==> src/rtl/po_c_deserializer_if.sv <==
// -----------------------------------------------------------------------------
// po_c_deserializer_if
// Bundles the serial input side and the parallel valid/ready output side of
// the po_c deserializer.
//
// Signals:
//   pi_bit     serial data bit taken from the upstream po_c stream
//   pi_en      sample strobe; pi_bit is only meaningful when pi_en=1
//   pi_ready   downstream consumer can accept the held word
//   po_data    held parallel word, first captured bit at the MSB
//   po_valid   po_data/po_ones hold a word that has not been consumed
//   po_ones    population count of po_data
//   po_overrun sticky flag, a completed word was dropped
//
// Modports:
//   master  the environment: drives the serial side and the ready
//   slave   the deserializer itself
// -----------------------------------------------------------------------------
interface po_c_deserializer_if #(
   parameter int DATA_W = 8
);
   localparam int CNT_W = $clog2(DATA_W + 1);

   logic              pi_bit;
   logic              pi_en;
   logic              pi_ready;
   logic [DATA_W-1:0] po_data;
   logic              po_valid;
   logic [CNT_W-1:0]  po_ones;
   logic              po_overrun;

   modport master (
      output pi_bit,
      output pi_en,
      output pi_ready,
      input  po_data,
      input  po_valid,
      input  po_ones,
      input  po_overrun
   );

   modport slave (
      input  pi_bit,
      input  pi_en,
      input  pi_ready,
      output po_data,
      output po_valid,
      output po_ones,
      output po_overrun
   );
endinterface

==> src/rtl/po_c_deserializer.sv <==
// -----------------------------------------------------------------------------
// po_c_deserializer
// Samples the one-bit po_c stream on enabled clock edges and packs DATA_W
// consecutive enabled bits into a word, MSB first. Each finished word sits in
// a one-entry valid/ready buffer together with its ones count. A word that
// finishes while the buffer is full and not draining is dropped and latches
// the sticky overrun flag.
//
// Ports:
//   clk    system clock, everything on the rising edge
//   rst_n  synchronous active-low reset
//   bus    po_c_deserializer_if.slave (serial input, parallel output)
// -----------------------------------------------------------------------------
module po_c_deserializer #(
   parameter int DATA_W = 8
) (
   input  logic                  clk,
   input  logic                  rst_n,
   po_c_deserializer_if.slave    bus
);
   localparam int CNT_W = $clog2(DATA_W + 1);
   localparam int BIT_W = $clog2(DATA_W);

   typedef enum logic {
      EMPTY = 1'b0,
      FULL  = 1'b1
   } buf_state_t;

   // Only the low DATA_W-1 bits of the shift history are ever needed: the
   // bit arriving on the completing edge supplies the LSB directly.
   logic [DATA_W-2:0] shreg;
   logic [BIT_W-1:0]  bit_cnt;
   logic [CNT_W-1:0]  ones_acc;
   buf_state_t        state;
   logic [DATA_W-1:0] data_q;
   logic [CNT_W-1:0]  ones_q;
   logic              overrun_q;

   logic              complete;
   logic              drain;
   logic [DATA_W-1:0] word;
   logic [CNT_W-1:0]  word_ones;

   // The word and its count are formed from the current history plus the
   // incoming bit, so a completed word is loaded on the very edge that
   // captures its last bit.
   always_comb begin
      complete  = bus.pi_en && (bit_cnt == BIT_W'(DATA_W - 1));
      drain     = (state == FULL) && bus.pi_ready;
      word      = {shreg, bus.pi_bit};
      word_ones = ones_acc + CNT_W'(bus.pi_bit);
   end

   // Collection path and output buffer in one registered block. A drain and
   // a completion on the same edge reload the buffer without a bubble; a
   // completion against a full, non-draining buffer is dropped and flagged.
   always_ff @(posedge clk) begin
      if (!rst_n) begin
         shreg     <= '0;
         bit_cnt   <= '0;
         ones_acc  <= '0;
         state     <= EMPTY;
         data_q    <= '0;
         ones_q    <= '0;
         overrun_q <= 1'b0;
      end else begin
         if (bus.pi_en) begin
            shreg <= word[DATA_W-2:0];
            if (complete) begin
               bit_cnt  <= '0;
               ones_acc <= '0;
            end else begin
               bit_cnt  <= bit_cnt + BIT_W'(1);
               ones_acc <= word_ones;
            end
         end

         case (state)
            EMPTY: begin
               if (complete) begin
                  data_q <= word;
                  ones_q <= word_ones;
                  state  <= FULL;
               end
            end
            FULL: begin
               if (complete) begin
                  if (bus.pi_ready) begin
                     data_q <= word;
                     ones_q <= word_ones;
                  end else begin
                     overrun_q <= 1'b1;
                  end
               end else if (drain) begin
                  state <= EMPTY;
               end
            end
            default: state <= EMPTY;
         endcase
      end
   end

   // All outputs come straight from flops; po_valid is the buffer state.
   assign bus.po_data    = data_q;
   assign bus.po_ones    = ones_q;
   assign bus.po_valid   = (state == FULL);
   assign bus.po_overrun = overrun_q;

endmodule

==> src/flat_wrapper.sv <==
// flat-port wrapper written by rule: the top's interface ports become plain ports
module po_c_deserializer_flat 
#(
   parameter int DATA_W = 8
)
  (clk, rst_n, bus_pi_bit, bus_pi_en, bus_pi_ready, bus_po_data, bus_po_valid, bus_po_ones, bus_po_overrun);
  po_c_deserializer_if #(.DATA_W(DATA_W)) bus_i ();
  input  logic clk;
  input  logic rst_n;
  input wire logic [$bits(bus_i.pi_bit)-1:0] bus_pi_bit;
  input wire logic [$bits(bus_i.pi_en)-1:0] bus_pi_en;
  input wire logic [$bits(bus_i.pi_ready)-1:0] bus_pi_ready;
  output wire logic [$bits(bus_i.po_data)-1:0] bus_po_data;
  output wire logic [$bits(bus_i.po_valid)-1:0] bus_po_valid;
  output wire logic [$bits(bus_i.po_ones)-1:0] bus_po_ones;
  output wire logic [$bits(bus_i.po_overrun)-1:0] bus_po_overrun;
  assign bus_i.pi_bit = bus_pi_bit;
  assign bus_i.pi_en = bus_pi_en;
  assign bus_i.pi_ready = bus_pi_ready;
  assign bus_po_data = bus_i.po_data;
  assign bus_po_valid = bus_i.po_valid;
  assign bus_po_ones = bus_i.po_ones;
  assign bus_po_overrun = bus_i.po_overrun;
  po_c_deserializer #(.DATA_W(DATA_W)) u_core (.clk(clk), .rst_n(rst_n), .bus(bus_i));
endmodule
==> config.mk <==
export PLATFORM = sky130hd
export DESIGN_NAME = po_c_deserializer_flat
export DESIGN_NICKNAME = d
export VERILOG_FILES = /design/src/rtl/po_c_deserializer_if.sv /design/src/rtl/po_c_deserializer.sv /design/src/flat_wrapper.sv
export SDC_FILE = /design/constraint.sdc
export NUM_CORES = 1
export LEC_CHECK = 0
export ABC_AREA = 1
export ABC_CLOCK_PERIOD_IN_PS = 2400
export CORE_ASPECT_RATIO = 0.7
export CORE_MARGIN = 2
export CORE_UTILIZATION = 48
export DETAILED_ROUTE_END_ITERATION = 8
export PLACE_DENSITY = 0.74
export SLEW_MARGIN = 25
export SYNTH_ARGS = -nofsm -noshare
export SYNTH_HDL_FRONTEND = slang
export SYNTH_SLANG_ARGS = --single-unit
==> constraint.sdc <==
create_clock -name clk -period 2.4 [get_ports clk]
set_input_delay 0.24 -clock clk [delete_from_list [all_inputs] [get_ports clk]]
set_output_delay 0.24 -clock clk [all_outputs]
set_load 0.02 [all_outputs]
# Word level (Yosys, flattened, before mapping)

Index checks and enable logic that the tools add are counted.

Add/sub/neg operators: 2
Eq/ne operators: 4
Bitwise gates (word level): 2
Multiplexer cells: 14
Reductions and logical operators: 4

Operators with widths:

| operator            | number |
|---|---|
| $mux 8              | 3 |
| $mux 4              | 4 |
| $pmux 8 s2          | 1 |
| $pmux 4 s2          | 1 |
| $reduce_and 3->1    | 2 |
| $add 4x1->4         | 1 |
| $ne 2x2->1 const B  | 2 |
| $add 3x1->3 const B | 1 |
| $eq 3x3->1 const B  | 1 |
| $mux 1              | 3 |
| $mux 3              | 1 |
| $logic_and 1x1->1   | 2 |
| $ne 2x1->1 const B  | 1 |
| $not 1->1           | 2 |
| $pmux 1 s2          | 1 |

Word-level logic and storage cells: 33
Output and inout port bits: 14
Register bits: 28
Input port bits: 5

# Depth between registers and ports, before layout

Gate-level depths: netlist of run 1.

Depth in word-level cells: 4
Depth in mapped cells: 9
Mapped depth without buffers: 8

# Worst setup path before layout of run 1

No wires, ideal clock.

Kind: flip-flop to flip-flop
Start point: register u_core.bit_cnt[0]
End point: register u_core.data_q[2], in the netlist u_core.bus.po_data[2]
Arrival time: 1.248 ns
Setup time: 0.117 ns
Clock period less this slack: 1.365 ns
Setup slack: 1.035 ns
Buffers on the path: 1
Required time: 2.283 ns
Cell stages (with the launch flop): 10
Path through: dfxtp_1 ha_1 ha_1 nand2_2 inv_2 nand2_4 clkinv_2 buf_6 nor2_1 nor2_2

Word-level cells in the longest chain between the ends: 4
Elaborated cells between the ends (all ways): 5
Classes of those cells: eq/ne (3); reduce/logical (2)

Ends and longest elaborated chain:

| what                                                      | RTL line                | text |
|---|---|---|
| start, declared                                           | po_c_deserializer.sv:32 | `logic [BIT_W-1:0] bit_cnt;` |
| start signal, assigned                                    | po_c_deserializer.sv:73 | `bit_cnt <= bit_cnt + BIT_W'(1);` |
| $eq 3x3->1 (*)                                            | po_c_deserializer.sv:48 | `complete = bus.pi_en && (bit_cnt == BIT_W'(DATA_W - 1));` |
| $logic_and 1x1->1 (*)                                     | po_c_deserializer.sv:48 |  |
| $ne 2x2->1 (no line) / $ne 2x1->1 (equally long branches) | n/a                     |  |
| $reduce_and 3->1 (no line) (*)                            | n/a                     |  |
| end signal, assigned                                      | po_c_deserializer.sv:81 | `data_q <= word;` |
| end signal, assigned                                      | po_c_deserializer.sv:89 | `data_q <= word;` |
| end, declared                                             | po_c_deserializer.sv:35 | `logic [DATA_W-1:0] data_q;` |

Mark *: on every way between the ends. The rest lies on a longest branch, timed or not.
A chain may end at the register's enable or synchronous reset.

# Worst setup path after layout of run 1

Start point: register u_core.bit_cnt[0]
End point: register u_core.ones_q[3], in the netlist u_core.bus.po_ones[3]

Word-level cells in the longest chain between the ends: 4
Elaborated cells between the ends (all ways): 5
Classes of those cells: eq/ne (3); reduce/logical (2)

Ends and longest elaborated chain:

| what                                                      | RTL line                | text |
|---|---|---|
| $eq 3x3->1 (*)                                            | po_c_deserializer.sv:48 |  |
| $logic_and 1x1->1 (*)                                     | po_c_deserializer.sv:48 |  |
| $ne 2x2->1 (no line) / $ne 2x1->1 (equally long branches) | n/a                     |  |
| $reduce_and 3->1 (no line) (*)                            | n/a                     |  |
| end signal, assigned                                      | po_c_deserializer.sv:82 | `ones_q <= word_ones;` |
| end signal, assigned                                      | po_c_deserializer.sv:90 | `ones_q <= word_ones;` |
| end, declared                                             | po_c_deserializer.sv:36 | `logic [CNT_W-1:0] ones_q;` |

Marks and branches as above.

==> key figures, run 1 <==
STA
  – Final setup fails: 0
  – Final period utilization: 65.4%
  – RSZ-0062 raised after global routing: no
  – Hold Vio Cnt, Final: 0
  – Pin slew with the least headroom to its limit: 0.559 ns
  – Crit path time final: 1.57 ns
  – Fmax: 0.637 GHz
  – Final TNS setup: 0 ns
  – Max-Slew Margin vs Limit: 62.6%
  – Max-slew violations: 0
  – Worst Skew: 0.00323 ns

Yosys
  – Synth area leaders: dfxtp_1, nor2_1, o21ai_0, ha_1, nand2_1
  – Post-Syn Instances: 132
  – Ys Warns: 0
  – Number of synthesized flops with an enable pin: 0
  – Ys flop type: dfxtp_1
  – Yosys cell types: 24
  – Average cell area after synthesis: 8.27 um2
  – Synth top area share: 51.4%
  – Most common cell in the netlist: nor2_1
  – Register area share after synthesis: 51.4%
  – Asr flop ratio synth: 0%
  – Synthesized area: 0.00109 mm2
  – Number of synthesized register bits: 28
  – Synth area leader: dfxtp_1
  – Synth top cells by count: nor2_1, dfxtp_1, nand2_1, o21ai_0
  – Syn Nets: 141

Clocking
  – Clock root cell: clkbuf_4
  – CTS Hold Bufs: 0
  – # clock sinks: 28
  – CTS buffer count: 3
  – Clock H-tree levels: 1
  – Worst-Skew Late Latency: 0.31 ns
  – # Post-CTS Setup Buffers: 0
  – CTS tree: built
  – CTS max path bufs: 2
  – PostCTS Resize Cnt: 0
  – CTS clk-pin slew, worst paths: 0.13 ns

Global route
  – Antenna violations before repair: 0
  – Vias in the first global route: 756
  – Gr ovfl total: 0
  – GRT Overall Usage: 16.1%
  – Largest net degree at the start of global routing: 21
  – First-pass GRT wire length: 3210 um

Power and ir drop
  – Leak: 0.506 nW
  – Peak VDD IR: 0.000510 V
  – Power Dens Cells: 561 mW/mm2

Detailed routing
  – WL/cell: 11.2 um
  – Vias: 883
  – First-pass DRT Iterations: 4
  – Post-route ant nets: 0
  – Final wirelength: 2000 um
  – Vias/cell: 4.93
  – Drt drc: 0
  – Iter 0 DRT Violations: 31

Min path
  – Min-delay src: u_core.bit_cnt[2]$_SDFFE_PN0P_
  – Worst hold path class: reg -> reg
  – Worst min-delay path endpoint: u_core.bit_cnt[2]$_SDFFE_PN0P_
  – Worst hold path depth: 2

Placement
  – GPL Wtd Cong: 0.724
  – Inst Count DP: 176
  – HPWL after detailed placement: 1480 um
  – Port bufs: 18

Critical path
  – CP bufs+invs: 2
  – Cell family with most CP delay: adder cells
  – Critical path's largest stage delay: 0.36 ns
  – Crit path from: u_core.bit_cnt[0]$_SDFFE_PN0P_
  – R2r startpoint: u_core.bit_cnt[0]$_SDFFE_PN0P_
  – Startpoint types: register
  – Worst Path Arrival: 1.80 ns
  – R2R Setup Slk: 0.83 ns
  – Critical Path Sink Type: register
  – Critical path, cell by cell: ha_1, ha_1, nand2_2, inv_2, nand2_4, clkinv_2, o21ai_0, nor2_1
  – Critical path required time: 2.63 ns
  – CP max stage cell: dfxtp_1
  – Crit-path max FO: 13
  – Crit-path most repeated cell: ha_1
  – Critical path class: reg -> reg
  – Critical R2R Capture: u_core.bus.po_ones[3]$_SDFFE_PN0P_
  – Reg2reg path depth: 8

Finish
  – Util after Layout: 59.8%
  – Fill count: 210
  – # diodes: 0
  – Layout Cells excl Fill: 179
  – Final net count: 158
  – FF/Latch Area: 561 um2
  – Footprint of the multi-input gates: 458 um2
  – Area growth syn-to-layout: 18.0%
  – Layout cell share with drive strength beyond 1: 8.84%

Floorplanning
  – Cell Rows: 14
  – Initial Util: 50.6%
  – Die Y: 43.9 um
  – Chip width: 61.0 um
  – Core box area: 0.00215 mm2
  – I/O pin count: 19
  – Die Footprint: 0.00268 mm2

Job
  – Number of max-cap violations: 0

Status
  – Status: finished, final reports clean
-- worst max-delay path by stage --
stage                                                    end  cells past startpoint
after floorplan           u_core.bus.po_data[2]$_SDFFE_PN0P_                      9
after global placement    u_core.bus.po_ones[3]$_SDFFE_PN0P_                      7
after detailed placement  u_core.bus.po_ones[3]$_SDFFE_PN0P_                      7
after CTS                 u_core.bus.po_ones[3]$_SDFFE_PN0P_                      8
after global routing      u_core.bus.po_ones[3]$_SDFFE_PN0P_                      8
final                     u_core.bus.po_ones[3]$_SDFFE_PN0P_                      8
-- stage by stage --
stage,cell area [um2],total power [mW],hold slack [ns],setup slack [ns]
after floorplan,1090,0.535,0.375,1.04
after global routing,1290,0.762,0.499,0.625
final,1290,0.723,0.484,0.830
after CTS,1290,0.733,0.486,0.821
after detailed placement,1260,0.553,0.464,0.661
after global placement,1260,0.549,0.457,0.720
-- area by class of cell --
| type | count | area share [%] |
|---|---|---|
| inverters | 6 | 2.04 |
| clock buffers | 3 | 1.75 |
| flip-flops and latches | 28 | 43.5 |
| repair buffers | 18 | 14.0 |
| multi-input cells | 92 | 35.6 |
| well taps | 32 | 3.11 |
-- per-layer routing --
metal / part of all wire, % / global-route usage, % / up-vias
li1: - / - / 457
met1: 49 / 22.6 / 404
met2: 47 / 24.1 / 20
met3: 3.9 / 5.37 / 2
met4: 0.60 / 3.91 / 0
met5: 0 / 0 / -
-- state kept, by name, summed over array words and instances, names as in the netlist --
signal,cells
u_core.bus.po_overrun,1
u_core.shreg,7
u_core.bus.po_valid,1
u_core.bus.po_ones,4
u_core.bit_cnt,3
u_core.ones_acc,4
u_core.bus.po_data,8
-- power breakdown --
group          internal [mW]  leakage, nW  switching [mW]
clock                 0.0588       0.0138           0.121
combinational         0.0220        0.265          0.0330
sequential             0.478        0.228         0.00979
-- worst register-to-register path, cell delays in order (launching register included) --
cell,delay (ns)
dfxtp_1,0.36
ha_1,0.21
ha_1,0.22
nand2_2,0.09
inv_2,0.06
nand2_4,0.13
clkinv_2,0.18
o21ai_0,0.18
nor2_1,0.05
-- layout by cell type, fill, tap and decap left out, drive strengths merged, types with 2 or more instances in the layout --
cell,netlist,layout
a21oi,8,8
ha,4,4
dfxtp,28,28
clkdlybuf4s50,0,18
nand3,2,2
o21ai,19,19
clkbuf,1,3
inv,5,5
nor2,40,40
nand2,15,15
-- logic make-up (layout without fill, tap and decap cells) --
kind of cell / count (synthesis) / in the layout / share of synthesized area [%]
AND/OR/NAND/NOR: 58 / 58 / 22.5
AO/OA/AOI/OAI: 29 / 29 / 14.1
flip-flops: 28 / 28 / 51.4
buffers and inverters: 12 / 27 / 6.65
adder cells (fa/ha/maj): 4 / 4 / 4.59
XOR/XNOR: 1 / 1 / 0.803
Note: power is estimated with default switching activity, not from simulation.
==> run 2, diff against run 1 <==
--- a/config.mk
+++ b/config.mk
@@ -6,7 +6,7 @@
 export NUM_CORES = 1
 export LEC_CHECK = 0
 export ABC_AREA = 1
-export ABC_CLOCK_PERIOD_IN_PS = 2400
+export ABC_CLOCK_PERIOD_IN_PS = 1600
 export CORE_ASPECT_RATIO = 0.7
 export CORE_MARGIN = 2
 export CORE_UTILIZATION = 48
==> constraint.sdc (replaced) <==
create_clock -name clk -period 1.6 [get_ports clk]
set_input_delay 0.16 -clock clk [delete_from_list [all_inputs] [get_ports clk]]
set_output_delay 0.16 -clock clk [all_outputs]
set_load 0.02 [all_outputs]
==> key figures, run 2 (same netlist as run 1, synthesis figures left out) <==
STA
  – Final setup fails: 0
  – Pin slew with the least headroom to its limit: 0.421 ns
  – Final period utilization: 92.6%
  – Fmax: 0.675 GHz
  – Crit path time final: 1.48 ns
  – RSZ-0062 raised after global routing: no
  – Final hold slack: 0.485 ns
  – Max-slew violations: 0
  – Hold Vio Cnt, Final: 0
  – Max-Slew Margin vs Limit: 71.8%
  – Fin worst setup slack: 0.119 ns
  – Worst Skew: 0.0156 ns

Global route
  – Met3 GRT Util: 6.27%
  – GRT Overall Usage: 17.7%
  – GRT met1 Usage: 23.8%
  – Met2 GRT Util: 26.0%
  – Largest net degree at the start of global routing: 16
  – Vias in the first global route: 788
  – First-pass GRT wire length: 3420 um
  – Antenna violations before repair: 0
  – Gr ovfl total: 0
  – Busiest metal layer after global routing: met2

Power and ir drop
  – Power share of the combinational group: 7.5%
  – Leak: 0.530 nW
  – Switching fraction of total power: 22.7%
  – Net Sw Power: 0.262 mW
  – Power Total: 1.16 mW
  – Clock power share: 29.2%
  – Peak VDD IR: 0.000475 V
  – P_int: 0.893 mW
  – Sequential Power Share: 63.3%
  – Power Dens Cells: 864 mW/mm2

Job
  – Number of max-cap violations: 0

Placement
  – Port bufs: 18
  – GPL Wtd Cong: 0.744
  – HPWL after detailed placement: 1530 um
  – Inst Count DP: 179
  – Place WS: -0.00886 ns

Clocking
  – # clock sinks: 28
  – Clock root cell: clkbuf_4
  – CTS tree: built
  – CTS clk-pin slew, worst paths: 0.15 ns
  – CTS buffer count: 3
  – Worst-Skew Late Latency: 0.33 ns
  – # Post-CTS Setup Buffers: 0
  – Clock H-tree levels: 1
  – CTS max path bufs: 2

Detailed routing
  – Vias/cell: 4.90
  – Final wirelength: 2090 um
  – Post-route ant nets: 0
  – Iter 0 DRT Violations: 23
  – Drt drc: 0
  – First-pass DRT Iterations: 4
  – Vias: 896
  – WL/cell: 11.4 um

Critical path
  – CP max stage cell: clkdlybuf4s50_1
  – Critical path class: reg -> out
  – Critical path, cell by cell: clkdlybuf4s50_1
  – Critical path required time: 1.44 ns
  – Cell family with most CP delay: buffers and inverters
  – R2R Setup Slk: 0.12 ns
  – Critical Path Sink Type: output pin
  – Crit-path max FO: 3
  – Critical path's largest stage delay: 0.62 ns
  – CP bufs+invs: 1
  – Worst Path Arrival: 1.32 ns
  – Startpoint types: register

Finish
  – Max FFs per register: 8
  – Layout Cells excl Fill: 183
  – # diodes: 0
  – Most frequent cells in the layout: nor2_1, dfxtp_1, clkdlybuf4s50_1, nand2_1, o21ai_0
  – Final net count: 161
  – Layout cell share with drive strength beyond 1: 11.3%
  – Fill count: 204
  – Commonest non-fill, non-tap cell in the layout: nor2_1
  – Area growth syn-to-layout: 22.5%
  – Util after Layout: 62.0%

Min path
  – Worst hold path class: reg -> reg

Floorplanning
  – Core box area: 0.00215 mm2
  – Die Y: 43.9 um
  – Die Footprint: 0.00268 mm2
  – Chip width: 61.0 um
  – Cell Rows: 14
  – I/O pin count: 19
  – Initial Util: 50.6%

Status
  – Status: finished, final reports clean
## run 2: changes by cell type in the layout (fill, tap and decap cells not counted)
cell / delta
clkinv_4: +1
clkbuf_8: +1
buf_4: +3
o21ai_1: +1
nand2_4: -1
clkinv_2: -1
nand2_8: +1
o21ai_0: -1
## run 2: power groups by stage
stage,sequential [mW],combinational (mW),clock [mW]
floorplan,0.742,0.0604,0
global placement,0.745,0.0835,0
detailed placement,0.745,0.0870,0
CTS,0.730,0.0871,0.351
global route,0.733,0.0990,0.385
finish,0.731,0.0869,0.337
## run 2: timing repair
item                                    in CTS  in global routing
endpoints found under the setup margin       2                  4
hold buffers                                 0                  0
pin swaps                                    0                  0
cloned                                       0                  0
resized for setup                            1                  2
## run 2: per-stage QoR
step,TNS (ns),instance area (um2)
floorplan,0,1090
global placement,0,1290
detailed placement,-0.00886,1290
CTS,0,1330
global route,0,1340
finish,0,1340
## run 2: routing by layer
metal,wire [um],vias up
met5,0,-
met2,936,23
met4,20,0
met3,99,2
li1,-,471
met1,1040,400
## run 2: area by class of cell
cell class	count	area (um2)	share of cell area [%]
Sequential cell	28	561	41.9
Multi-Input combinational cell	92	467	34.9
Timing Repair Buffer	21	203	15.2
Tap cell	32	40.0	3.00
Clock buffer	4	36.3	2.72
Inverter	6	30.0	2.25
## run 2: worst paths after layout
path	from	endpoint	cells after the start
setup reg to reg	u_core.bit_cnt[0]$_SDFFE_PN0P_	u_core.bus.po_ones[3]$_SDFFE_PN0P_	8
setup / recovery	u_core.bus.po_valid$_SDFF_PN0_	bus_po_valid	1
hold reg to reg	u_core.bus.po_ones[2]$_SDFFE_PN0P_	u_core.bus.po_ones[2]$_SDFFE_PN0P_	2
hold / removal	u_core.bus.po_ones[2]$_SDFFE_PN0P_	u_core.bus.po_ones[2]$_SDFFE_PN0P_	2
==> run 3, diff against run 2 <==
--- a/config.mk
+++ b/config.mk
@@ -9,9 +9,9 @@
 export ABC_CLOCK_PERIOD_IN_PS = 1600
 export CORE_ASPECT_RATIO = 0.7
 export CORE_MARGIN = 2
-export CORE_UTILIZATION = 48
+export CORE_UTILIZATION = 50
 export DETAILED_ROUTE_END_ITERATION = 8
-export PLACE_DENSITY = 0.74
+export PLACE_DENSITY = 0.76
 export SLEW_MARGIN = 25
 export SYNTH_ARGS = -nofsm -noshare
 export SYNTH_HDL_FRONTEND = slang
==> key figures, run 3 (same netlist as run 1, synthesis figures left out) <==
Global route
  – GRT Overall Usage: 18.3%
  – First-pass GRT wire length: 3450 um
  – Antenna violations before repair: 0
  – Largest net degree at the start of global routing: 16
  – Vias in the first global route: 791
  – Gr ovfl total: 0

Floorplanning
  – Core box area: 0.00210 mm2
  – Cell Rows: 14
  – Die Y: 43.1 um
  – I/O pin count: 19
  – Chip width: 59.8 um
  – Die Footprint: 0.00258 mm2
  – Initial Util: 51.9%

Power and ir drop
  – Net Sw Power: 0.267 mW
  – Leak: 0.532 nW
  – Peak VDD IR: 0.000501 V
  – P_int: 0.894 mW
  – Power share of the combinational group: 7.5%
  – Power Dens Cells: 878 mW/mm2
  – Switching fraction of total power: 23.0%
  – Clock power share: 29.5%
  – Sequential Power Share: 63.0%

Finish
  – Layout Cells excl Fill: 176
  – Post-route design area: 0.00132 mm2
  – Max FFs per register: 8
  – # diodes: 0
  – Most frequent cells in the layout: nor2_1, dfxtp_1, clkdlybuf4s50_1, nand2_1, o21ai_0
  – Final net count: 162
  – Area growth syn-to-layout: 21.2%
  – Layout cell share with drive strength beyond 1: 11.8%
  – Commonest non-fill, non-tap cell in the layout: nor2_1

Critical path
  – CP bufs+invs: 1
  – Startpoint types: register
  – Critical path class: reg -> out
  – Crit-path max FO: 3
  – Worst Path Arrival: 1.32 ns
  – Cell family with most CP delay: buffers and inverters
  – Critical path, cell by cell: clkdlybuf4s50_1
  – Critical path required time: 1.44 ns
  – CP max stage cell: clkdlybuf4s50_1
  – Critical path's largest stage delay: 0.61 ns
  – Critical Path Sink Type: output pin

Placement
  – HPWL after detailed placement: 1560 um
  – Port bufs: 18
  – Post-DP Area: 0.00128 mm2
  – Inst Count DP: 172
  – Place WS: 0.0722 ns
  – GPL Wtd Cong: 0.741

STA
  – Pin slew with the least headroom to its limit: 0.393 ns
  – Crit path time final: 1.48 ns
  – Final TNS setup: 0 ns
  – Fmax: 0.677 GHz
  – Max-slew violations: 0
  – Max-Slew Margin vs Limit: 73.7%
  – Hold Vio Cnt, Final: 0
  – RSZ-0062 raised after global routing: no
  – Final setup fails: 0
  – Fin worst setup slack: 0.124 ns
  – Final hold slack: 0.454 ns
  – Final period utilization: 92.3%
  – Worst Skew: 0.00441 ns

Detailed routing
  – Final wirelength: 2060 um
  – First-pass DRT Iterations: 4
  – Vias: 907
  – WL/cell: 11.7 um
  – Iter 0 DRT Violations: 37
  – Vias/cell: 5.15
  – Drt drc: 0
  – Post-route ant nets: 0

Clocking
  – CTS tree: built
  – CTS buffer count: 3
  – Clock H-tree levels: 1
  – Worst-Skew Late Latency: 0.33 ns
  – # clock sinks: 28
  – # Post-CTS Setup Buffers: 0
  – CTS max path bufs: 2
  – CTS clk-pin slew, worst paths: 0.14 ns
  – Clock root cell: clkbuf_4
  – PostCTS Resize Cnt: 0
  – CTS Hold Bufs: 0

Status
  – Status: finished, final reports clean

Job
  – Number of max-cap violations: 0

Min path
  – Worst hold path class: in -> reg
## run 3: cell count changes in the layout (fill, tap and decap cells not counted), sizes merged
| cell | previous run | this run |
|---|---|---|
| buf | 3 | 4 |
| clkinv | 1 | 0 |
| inv | 5 | 6 |
## run 3: worst register-to-register path: stages (launching register included)
cell	delay (ns)
dfxtp_1	0.40
ha_1	0.17
ha_1	0.23
nand2_2	0.08
inv_2	0.07
nand2_4	0.07
o21ai_0	0.30
nor2_2	0.05
## run 3: final cells by class
type	instances	area, um2
fillers	188	779
flip-flops and latches	28	561
multi-input cells	92	458
repair buffers	22	210
clock buffers	4	36.3
well taps	24	30.0
inverters	6	27.5
## run 3: final timing paths
kind / slack, ns / from / cells past startpoint / end
hold reg to reg: 0.48 / u_core.bus.po_ones[2]$_SDFFE_PN0P_ / 2 / u_core.bus.po_ones[2]$_SDFFE_PN0P_
hold / removal: 0.45 / bus_pi_en / 3 / u_core.bus.po_valid$_SDFF_PN0_
setup / recovery: 0.12 / u_core.bus.po_valid$_SDFF_PN0_ / 1 / bus_po_valid
setup reg to reg: 0.13 / u_core.bit_cnt[0]$_SDFFE_PN0P_ / 7 / u_core.bus.po_data[3]$_SDFFE_PN0P_
## run 3: stage by stage
step / power [mW] / util [%]
floorplan: 0.803 / -
global placement: 0.829 / 61.1
detailed placement: 0.834 / 61.1
CTS: 1.17 / 62.9
global route: 1.21 / 62.9
finish: 1.16 / 62.9
## run 3: metal layers
metal  GRT usage (%)  vias up  share of wire [%]
li1                -      469                  -
met1            24.1      401                 47
met2            25.9       26                 44
met3            5.49       11                5.2
met4            11.6        0                4.0
met5               0        -                  0
## run 3: power by group through the flow
| stage | clock network [mW] | registers (mW) | logic [mW] |
|---|---|---|---|
| after floorplan | 0 | 0.742 | 0.0604 |
| after global placement | 0 | 0.744 | 0.0847 |
| after detailed placement | 0 | 0.746 | 0.0877 |
| after CTS | 0.351 | 0.731 | 0.0878 |
| after global routing | 0.382 | 0.734 | 0.0983 |
| final | 0.342 | 0.731 | 0.0874 |
